<file path="src/rtl/cpu_pkg.sv">
// Shared constants for the RV32 core: datapath width, reset vector, opcode
// field width and the canonical NOP encoding.
package cpu_pkg;

  localparam int              XLEN      = 32;
  localparam logic [XLEN-1:0] RESET_PC  = 32'h0000_0000;
  localparam int              OPCODE_W  = 7;
  localparam logic [31:0]     NOP_INSTR = 32'h0000_0013;

endpackage

</file>
<file path="src/rtl/fetch_queue.sv">
// Synchronous circular FIFO of {instr, pc} pairs between the instruction
// memory return path and decode. Flush empties it in one cycle and wins over
// push/pop. Payload storage is never reset; only pointers and count are.
module fetch_queue
#(
  parameter  int QDEPTH = 2,
  parameter  int XLEN   = 32,
  localparam int PTR_W  = $clog2(QDEPTH),
  localparam int CNT_W  = $clog2(QDEPTH + 1)
)(
  input  logic             clk,
  input  logic             rst,
  input  logic             i_push,
  input  logic             i_pop,
  input  logic             i_flush,
  input  logic [XLEN-1:0]  i_instr,
  input  logic [XLEN-1:0]  i_pc,
  output logic [CNT_W-1:0] o_count,
  output logic [XLEN-1:0]  o_head_instr,
  output logic [XLEN-1:0]  o_head_pc
);

  logic [XLEN-1:0]  r_instr [QDEPTH];
  logic [XLEN-1:0]  r_pc    [QDEPTH];
  logic [PTR_W-1:0] r_wptr;
  logic [PTR_W-1:0] r_rptr;
  logic [CNT_W-1:0] r_count;
  logic             w_push;
  logic             w_pop;

  assign w_push = i_push && !i_flush;
  assign w_pop  = i_pop  && !i_flush;

  // Pointer and occupancy bookkeeping; pointers wrap naturally (QDEPTH is 2^n).
  always_ff @(posedge clk) begin
    if (rst || i_flush) begin
      r_wptr  <= '0;
      r_rptr  <= '0;
      r_count <= '0;
    end else begin
      if (w_push) r_wptr <= r_wptr + PTR_W'(1);
      if (w_pop)  r_rptr <= r_rptr + PTR_W'(1);
      case ({w_push, w_pop})
        2'b10:   r_count <= r_count + CNT_W'(1);
        2'b01:   r_count <= r_count - CNT_W'(1);
        default: r_count <= r_count;
      endcase
    end
  end

  // Payload write at the tail; contents are meaningless until counted.
  always_ff @(posedge clk) begin
    if (w_push) begin
      r_instr[r_wptr] <= i_instr;
      r_pc[r_wptr]    <= i_pc;
    end
  end

  // The upstream credit scheme must never let a word arrive into a full queue.
  always_ff @(posedge clk) begin
    if (!rst && w_push)
      assert (r_count != CNT_W'(QDEPTH))
        else $error("fetch_queue: push into full queue");
  end

  assign o_count      = r_count;
  assign o_head_instr = r_instr[r_rptr];
  assign o_head_pc    = r_pc[r_rptr];

endmodule

</file>
<file path="src/rtl/fetch_unit.sv">
// Instruction fetch: owns the fetch PC, tracks the single in-flight request
// to the fixed one-cycle-latency instruction memory, and only issues a request
// when the queue is guaranteed to have room for the returning word.
module fetch_unit
  import cpu_pkg::*;
#(
  parameter int              XLEN     = cpu_pkg::XLEN,
  parameter logic [XLEN-1:0] RESET_PC = cpu_pkg::RESET_PC,
  parameter int              QDEPTH   = 2
)(
  input  logic                clk,
  input  logic                rst,
  output logic                imem_req,
  output logic [XLEN-1:0]     imem_addr,
  input  logic [XLEN-1:0]     imem_rdata,
  input  logic                redirect,
  input  logic [XLEN-1:0]     redirect_pc,
  output logic                if_valid,
  input  logic                if_ready,
  output logic [XLEN-1:0]     if_instr,
  output logic [XLEN-1:0]     if_pc,
  output logic [OPCODE_W-1:0] if_opcode
);

  localparam int CNT_W = $clog2(QDEPTH + 1);

  logic [XLEN-1:0]  r_fetch_pc;
  logic             r_inflight;
  logic [XLEN-1:0]  r_inflight_pc;

  logic [CNT_W-1:0] w_count;
  logic [XLEN-1:0]  w_head_instr;
  logic [XLEN-1:0]  w_head_pc;
  logic             w_valid;
  logic             w_pop;
  logic             w_push;
  logic             w_req;
  logic [CNT_W:0]   w_occ;
  logic [CNT_W:0]   w_limit;

  // A redirect hides the head so nothing stale is consumed during the flush.
  assign w_valid = !rst && !redirect && (w_count != '0);
  assign w_pop   = w_valid && if_ready;
  assign w_push  = r_inflight && !redirect && !rst;

  // Credit check: entries held + word in flight - entry leaving < QDEPTH,
  // rearranged as occ < QDEPTH + pop to stay unsigned.
  assign w_occ   = {1'b0, w_count} + (CNT_W+1)'(r_inflight);
  assign w_limit = (CNT_W+1)'(QDEPTH) + (CNT_W+1)'(w_pop);
  assign w_req   = !rst && !redirect && (w_occ < w_limit);

  // Fetch PC: redirect target is word-aligned; sequential fetch wraps at 2^XLEN.
  always_ff @(posedge clk) begin
    if (rst) begin
      r_fetch_pc <= {RESET_PC[XLEN-1:2], 2'b00};
      r_inflight <= 1'b0;
    end else if (redirect) begin
      r_fetch_pc <= {redirect_pc[XLEN-1:2], 2'b00};
      r_inflight <= 1'b0;
    end else begin
      if (w_req) r_fetch_pc <= r_fetch_pc + XLEN'(4);
      r_inflight <= w_req;
    end
  end

  // Remember which address the returning word belongs to.
  always_ff @(posedge clk) begin
    if (w_req) r_inflight_pc <= r_fetch_pc;
  end

  fetch_queue #(
    .QDEPTH (QDEPTH),
    .XLEN   (XLEN)
  ) u_queue (
    .clk          (clk),
    .rst          (rst),
    .i_push       (w_push),
    .i_pop        (w_pop),
    .i_flush      (redirect),
    .i_instr      (imem_rdata),
    .i_pc         (r_inflight_pc),
    .o_count      (w_count),
    .o_head_instr (w_head_instr),
    .o_head_pc    (w_head_pc)
  );

  assign imem_req  = w_req;
  assign imem_addr = r_fetch_pc;
  assign if_valid  = w_valid;
  assign if_instr  = w_valid ? w_head_instr : '0;
  assign if_pc     = w_valid ? w_head_pc    : '0;
  assign if_opcode = if_instr[OPCODE_W-1:0];

endmodule

</file>
<file path="config.mk">
export PLATFORM = sky130hd
export DESIGN_NAME = fetch_unit
export DESIGN_NICKNAME = d
export VERILOG_FILES = /design/src/rtl/cpu_pkg.sv /design/src/rtl/fetch_queue.sv /design/src/rtl/fetch_unit.sv
export SDC_FILE = /design/constraint.sdc
export NUM_CORES = 1
export LEC_CHECK = 0
export ABC_AREA = 1
export CORE_MARGIN = 1.5
export CORE_UTILIZATION = 45
export DETAILED_ROUTE_END_ITERATION = 8
export PLACE_DENSITY = 0.77
export SLEW_MARGIN = 0
export SYNTH_ARGS = -nofsm -noshare
export SYNTH_HDL_FRONTEND = slang
export SYNTH_HIERARCHICAL = 1
export SYNTH_SLANG_ARGS = --single-unit
</file>
<file path="constraint.sdc">
create_clock -name clk -period 10.1 [get_ports clk]
set_clock_uncertainty 0.05 [all_clocks]
set_input_delay 1.515 -clock clk [delete_from_list [all_inputs] [get_ports clk]]
set_output_delay 1.515 -clock clk [all_outputs]
set_load 0.1 [all_outputs]
</file>
# Word-level counts from Yosys, hierarchy flattened
# Memory sizes are Yosys's and may differ from the RTL's. A register that Yosys moved wholly into a read port is not among the register bits.
# Index checks and enable logic that the tools add are counted.
[totals]
ram_bits = 128
register_bits = 69
output_inout_bits = 105
latchBits = 0
n_memories = 2
wordCells = 45
inputBits = 68
rom_bits = 0
[mem_list]
columns = ["memory", "depth", "width", "read_ports", "rd_ports_with_merged_regs", "write_ports", "line", "rtl"]
rows = [
  ["u_queue.r_instr", 2, 32, 1, 1, 1, "fetch_queue.sv:23", "logic [XLEN-1:0] r_instr [QDEPTH];"],
  ["u_queue.r_pc", 2, 32, 1, 1, 1, "fetch_queue.sv:24", "logic [XLEN-1:0] r_pc [QDEPTH];"],
]
[classes]
addsub = 7
reduce_logical = 15
shift = 0
order_cmp = 1
div = 0
mul = 0
n_mux = 11
bitwise = 0
eq_ne = 2
[op_table]
columns = ["operator", "count"]
rows = [
  ["32-bit two-way mux", 4],
  ["32-bit by 3-bit adder with 32-bit output (second input constant)", 1],
  ["1-bit logical AND", 8],
  ["1-bit two-way mux", 6],
  ["2-bit nonzero test", 3],
  ["2-bit case mux with 2 select lines", 1],
  ["2-bit by 1-bit adder with 3-bit output", 1],
  ["2-bit by 1-bit adder with 3-bit output (first input constant)", 1],
  ["3-bit < comparator", 1],
  ["1-bit adder (second input constant)", 2],
  ["2-bit by 1-bit adder with 2-bit output (second input constant)", 1],
  ["2-bit by 1-bit == test with 1-bit output (second input constant)", 1],
  ["2-bit == test (second input constant)", 1],
  ["1-bit zero test", 2],
  ["2-bit OR reduction", 1],
  ["2-bit by 1-bit subtractor with 2-bit output (second input constant)", 1],
  ["1-bit logical OR", 1],
]

# Longest topological paths before layout
[depth]
ltp_word = 9
mapped_depth = 14
depth_no_buf = 13

# By module
# Netlist, hierarchy kept.
[by_module_without_submodules]
columns = ["mod", "cells_per_inst", "instances", "area_per_inst_um2", "seq_area_each_um2"]
rows = [
  ["fetch_queue", 233, 1, 5147.4, 3943.8],
  ["fetch_unit", 605, 1, 3902.5, 1521.5],
]

# Least setup slack after synthesis
# OpenSTA, ideal clock, no wires.
[synth_path]
path_type = "input port to flip-flop"
start = "input port redirect"
end = "memory u_queue.r_instr[1][0] (enable)"
arrival_time_ps = 5011
setup_time_ps = 488
n_path_buf = 2
stages = 7
slack_ps = 4551
required_ps = 9562
path_cell_list = "buf_4 inv_1 clkbuf_1 nand2_1 nor2_1 nand2_1 nor2_1"
[synth_between]
elab_chain_cells = 6
[synth_rtl]
columns = ["element", "line", "rtl"]
rows = [
  ["start, declared", "fetch_unit.sv:16", "input logic redirect,"],
  ["1-bit zero test", "fetch_unit.sv:44", "assign w_push = r_inflight && !redirect && !rst;"],
  ["1-bit logical AND (2 in series)", "fetch_unit.sv:44", ""],
  ["via w_push", "fetch_unit.sv:36", "logic w_push;"],
  ["1-bit logical AND", "fetch_queue.sv:31", "assign w_push = i_push && !i_flush;"],
  ["1-bit two-way mux", "fetch_queue.sv:53", "if (w_push) begin"],
  ["1-bit two-way mux (implied by the code)", "fetch_queue.sv:54", "r_instr[r_wptr] <= i_instr;"],
  ["end, declared", "fetch_queue.sv:23", ""],
]
# The timed path passes the listed nets, and every way through them passes these cells.

# Worst setup path after layout
[layout_path]
start = "input port rst"
end = "output port if_opcode[2]"
[layout_between]
elab_chain_cells = 4
[layout_rtl]
columns = ["element", "line", "rtl"]
rows = [
  ["start, declared", "fetch_unit.sv:12", "input logic rst,"],
  ["1-bit zero test", "n/a", ""],
  ["1-bit logical AND (2 in series)", "fetch_unit.sv:42", "assign w_valid = !rst && !redirect && (w_count != '0);"],
  ["32-bit two-way mux", "fetch_unit.sv:90", "assign if_instr = w_valid ? w_head_instr : '0;"],
  ["end, declared", "fetch_unit.sv:22", "output logic [OPCODE_W-1:0] if_opcode"],
]
# Every way passes these cells.

==> run metrics <==
Cell Pwr Density=153 nW/um^2; kind of launch point of the worst setup path=input port; Post-synth top cells=sky130_fd_sc_hd__nand2_1 (164), sky130_fd_sc_hd__edfxtp_1 (158), sky130_fd_sc_hd__nor2_1 (155); arrival time worst endpoint=approximately 4.7 ns; vias in the first global route=~5700; kind of end point of the critical path=primary output; count of pins over their slew limit=0; MaxCap Viol Count=0; highest clock frequency the design can meet=about 160 MHz; number of iterations in the first detailed-routing pass=5; count of different cell masters after synthesis=34; leading area contributor after synthesis=sky130_fd_sc_hd__edfxtp_1; diodes inserted=0; via count=6062; post-cts repair resize count=0; Hold Buf Count CTS=0; most used flip-flop cell after synthesis=sky130_fd_sc_hd__edfxtp_1; total wire length after detailed routing=approximately 18000 um; DR WL/cell=approximately 14 um; total of buffers placed on input and output ports=~170; run status=finished clean; # IOs=173; CTS root buf=sky130_fd_sc_hd__clkbuf_16; unrepaired setup endpoints after global routing=no; number of synthesized flops with an enable pin=158; die outline width=145 um; die footprint=~21000 um^2; Layout area overhead=26.5%; Nets=approximately 1100; crit-path max FO=66; clk sinks=about 190; residual overflow from global routing=0; layout filler cell count=about 1600; Hold WS=0.396 ns; half-perimeter wire length after placement=approximately 12000 um; slew of the pin with the lowest slew margin=1.09 ns; Synth async-reset ratio=0%; Final period util=between 60% and 70%; most instantiated library cell after synthesis=sky130_fd_sc_hd__nand2_1; number of instances in the synthesized netlist=between 800 and 900; largest net degree at the start of global routing=67; class of the tightest hold or removal check=reg -> reg; relative slew slack=a little over a quarter; share of the synthesized area in the top cell type=~52%; mean instance size in the synthesized netlist=10.8 um^2; effective utilization at floorplan=~46%; Final Hold Violating Endpoints=0; min Tclk post-route=6.23 ns; initial antenna violation count=0; Ys Warns=6; height of the die=~140 um; drt drc=0; GR Util All Layers=around 18%; critical setup path kind=in -> out; total number of placement rows=between 50 and 60; total CTS buffers=17; final setup violation count=0; sequential cell area fraction in the yosys report=about three fifths; Clk Latency, worst-skew pair=0.43 ns; H-tree lvl count=4; Data required, critical path=8.54 ns; clock-pin slew on the worst setup and hold paths=around 0.07 ns; TritonCTS clock tree=done; number of storage elements in the synthesis netlist=194; reported leakage power=around 4.4 nW; Initial DRC Count=about 270; maximum buffer depth of the clock tree=2; layout cell share with drive strength beyond 1=a little under an eighth; remaining antenna violation count after routing=0; global placement routability congestion=about 0.85; placeable core region=~20000 um^2; maximum ir drop on the vdd rail=about 0.10 mV; first-pass GRT wire length=around 28000 um; TNS Setup=0 ns; leading post-synthesis cells by cell area=sky130_fd_sc_hd__edfxtp_1 (52%), sky130_fd_sc_hd__mux2_4 (10%), sky130_fd_sc_hd__dfxtp_1 (8.0%); post-synthesis cell area=around 9000 um^2; Avg Vias per Cell=~4.7; Setup Buffers After CTS=0
## kinds of logic after synthesis
group	Yosys count	share of synthesized area (%)
multiplexers	64	10.5
AO/OA/AOI/OAI	25	1.73
buffers and inverters	153	8.32
flip-flops	194	60.4
AND/OR/NAND/NOR	389	17.7
XOR/XNOR	8	0.774
adder cells (fa/ha/maj)	4	0.553
other	1	0.0414
## cells in the final DEF (no fill, tap or decap), types with 8 or more instances in the layout
cell                              synthesis  layout
sky130_fd_sc_hd__a21oi_1                  9       9
sky130_fd_sc_hd__clkbuf_16                0      17
sky130_fd_sc_hd__clkdlybuf4s50_1          0     168
sky130_fd_sc_hd__dfxtp_1                 36      35
sky130_fd_sc_hd__edfxtp_1               158     158
sky130_fd_sc_hd__inv_1                  116     116
sky130_fd_sc_hd__mux2_4                  60      60
sky130_fd_sc_hd__nand2_1                164     163
sky130_fd_sc_hd__nand3_1                 55      55
sky130_fd_sc_hd__nor2_1                 155     153
sky130_fd_sc_hd__o21ai_0                  8       8
## power by group
group / internal (mW) / leakage (nW) / switching, mW / total (mW)
combinational: 0.0530 / 2.41 / 0.106 / 0.159
clock: 0.378 / 0.302 / 0.313 / 0.691
sequential: 0.881 / 1.74 / 0.0197 / 0.901
total: 1.31 / 4.45 / 0.439 / 1.75
## per-stage QoR
step                utilization [%]  cell area (um^2)  setup slack [ns]  total power [mW]  instances
floorplan                         -              9070              4.55              1.02        843
global placement               55.3             10800              3.89              1.07       1246
detailed placement             55.3             10800              3.86              1.08       1246
CTS                            58.4             11400              3.84              1.76       1278
global route                   58.4             11400              3.71              1.81       1278
finish                         58.4             11400              3.87              1.75       1278
## layer usage
metal	track usage, %	share of wire, %	up-vias
li1	-	-	3040
met1	22.8	43	2803
met2	30.5	48	200
met3	4.05	6.8	19
met4	5.95	1.6	0
met5	0	0	-
## registers in the layout (all words and copies together), names as in the netlist, named ones only
signal,flops
imem_addr,30
u_queue/r_instr,64
u_queue/o_count,2
u_queue/r_wptr,1
r_inflight,1
u_queue/r_pc,64
u_queue/r_rptr,1
r_inflight_pc,30
## worst max-delay path, stage by stage
cell and delay [ns]:
sky130_fd_sc_hd__clkdlybuf4s50_1 0.94, sky130_fd_sc_hd__nor2_4 0.34, sky130_fd_sc_hd__nand2_2 0.07, sky130_fd_sc_hd__buf_4 0.34
sky130_fd_sc_hd__nor2_1 0.24, sky130_fd_sc_hd__clkdlybuf4s50_1 1.20
## final timing paths
kind	end	slack (ns)	start	depth (start not counted)
setup / recovery	if_opcode[2]	3.87	rst	6
hold / removal	u_queue/r_pc[0][27]	0.40	r_inflight_pc[27]	0
hold reg to reg	u_queue/r_pc[0][27]	0.40	r_inflight_pc[27]	0
setup reg to reg	imem_addr[8]	7.65	u_queue/o_count[0]	8
## final cells by class
class	count	area [um^2]	area share, %
inverters	117	439	3.84
repair buffers	174	1730	15.1
well taps	265	332	2.90
multi-input cells	496	2870	25.0
flip-flops and latches	194	5470	47.8
clock inverters	15	189	1.65
clock buffers	17	425	3.72
(Power assumes the default switching activity.)
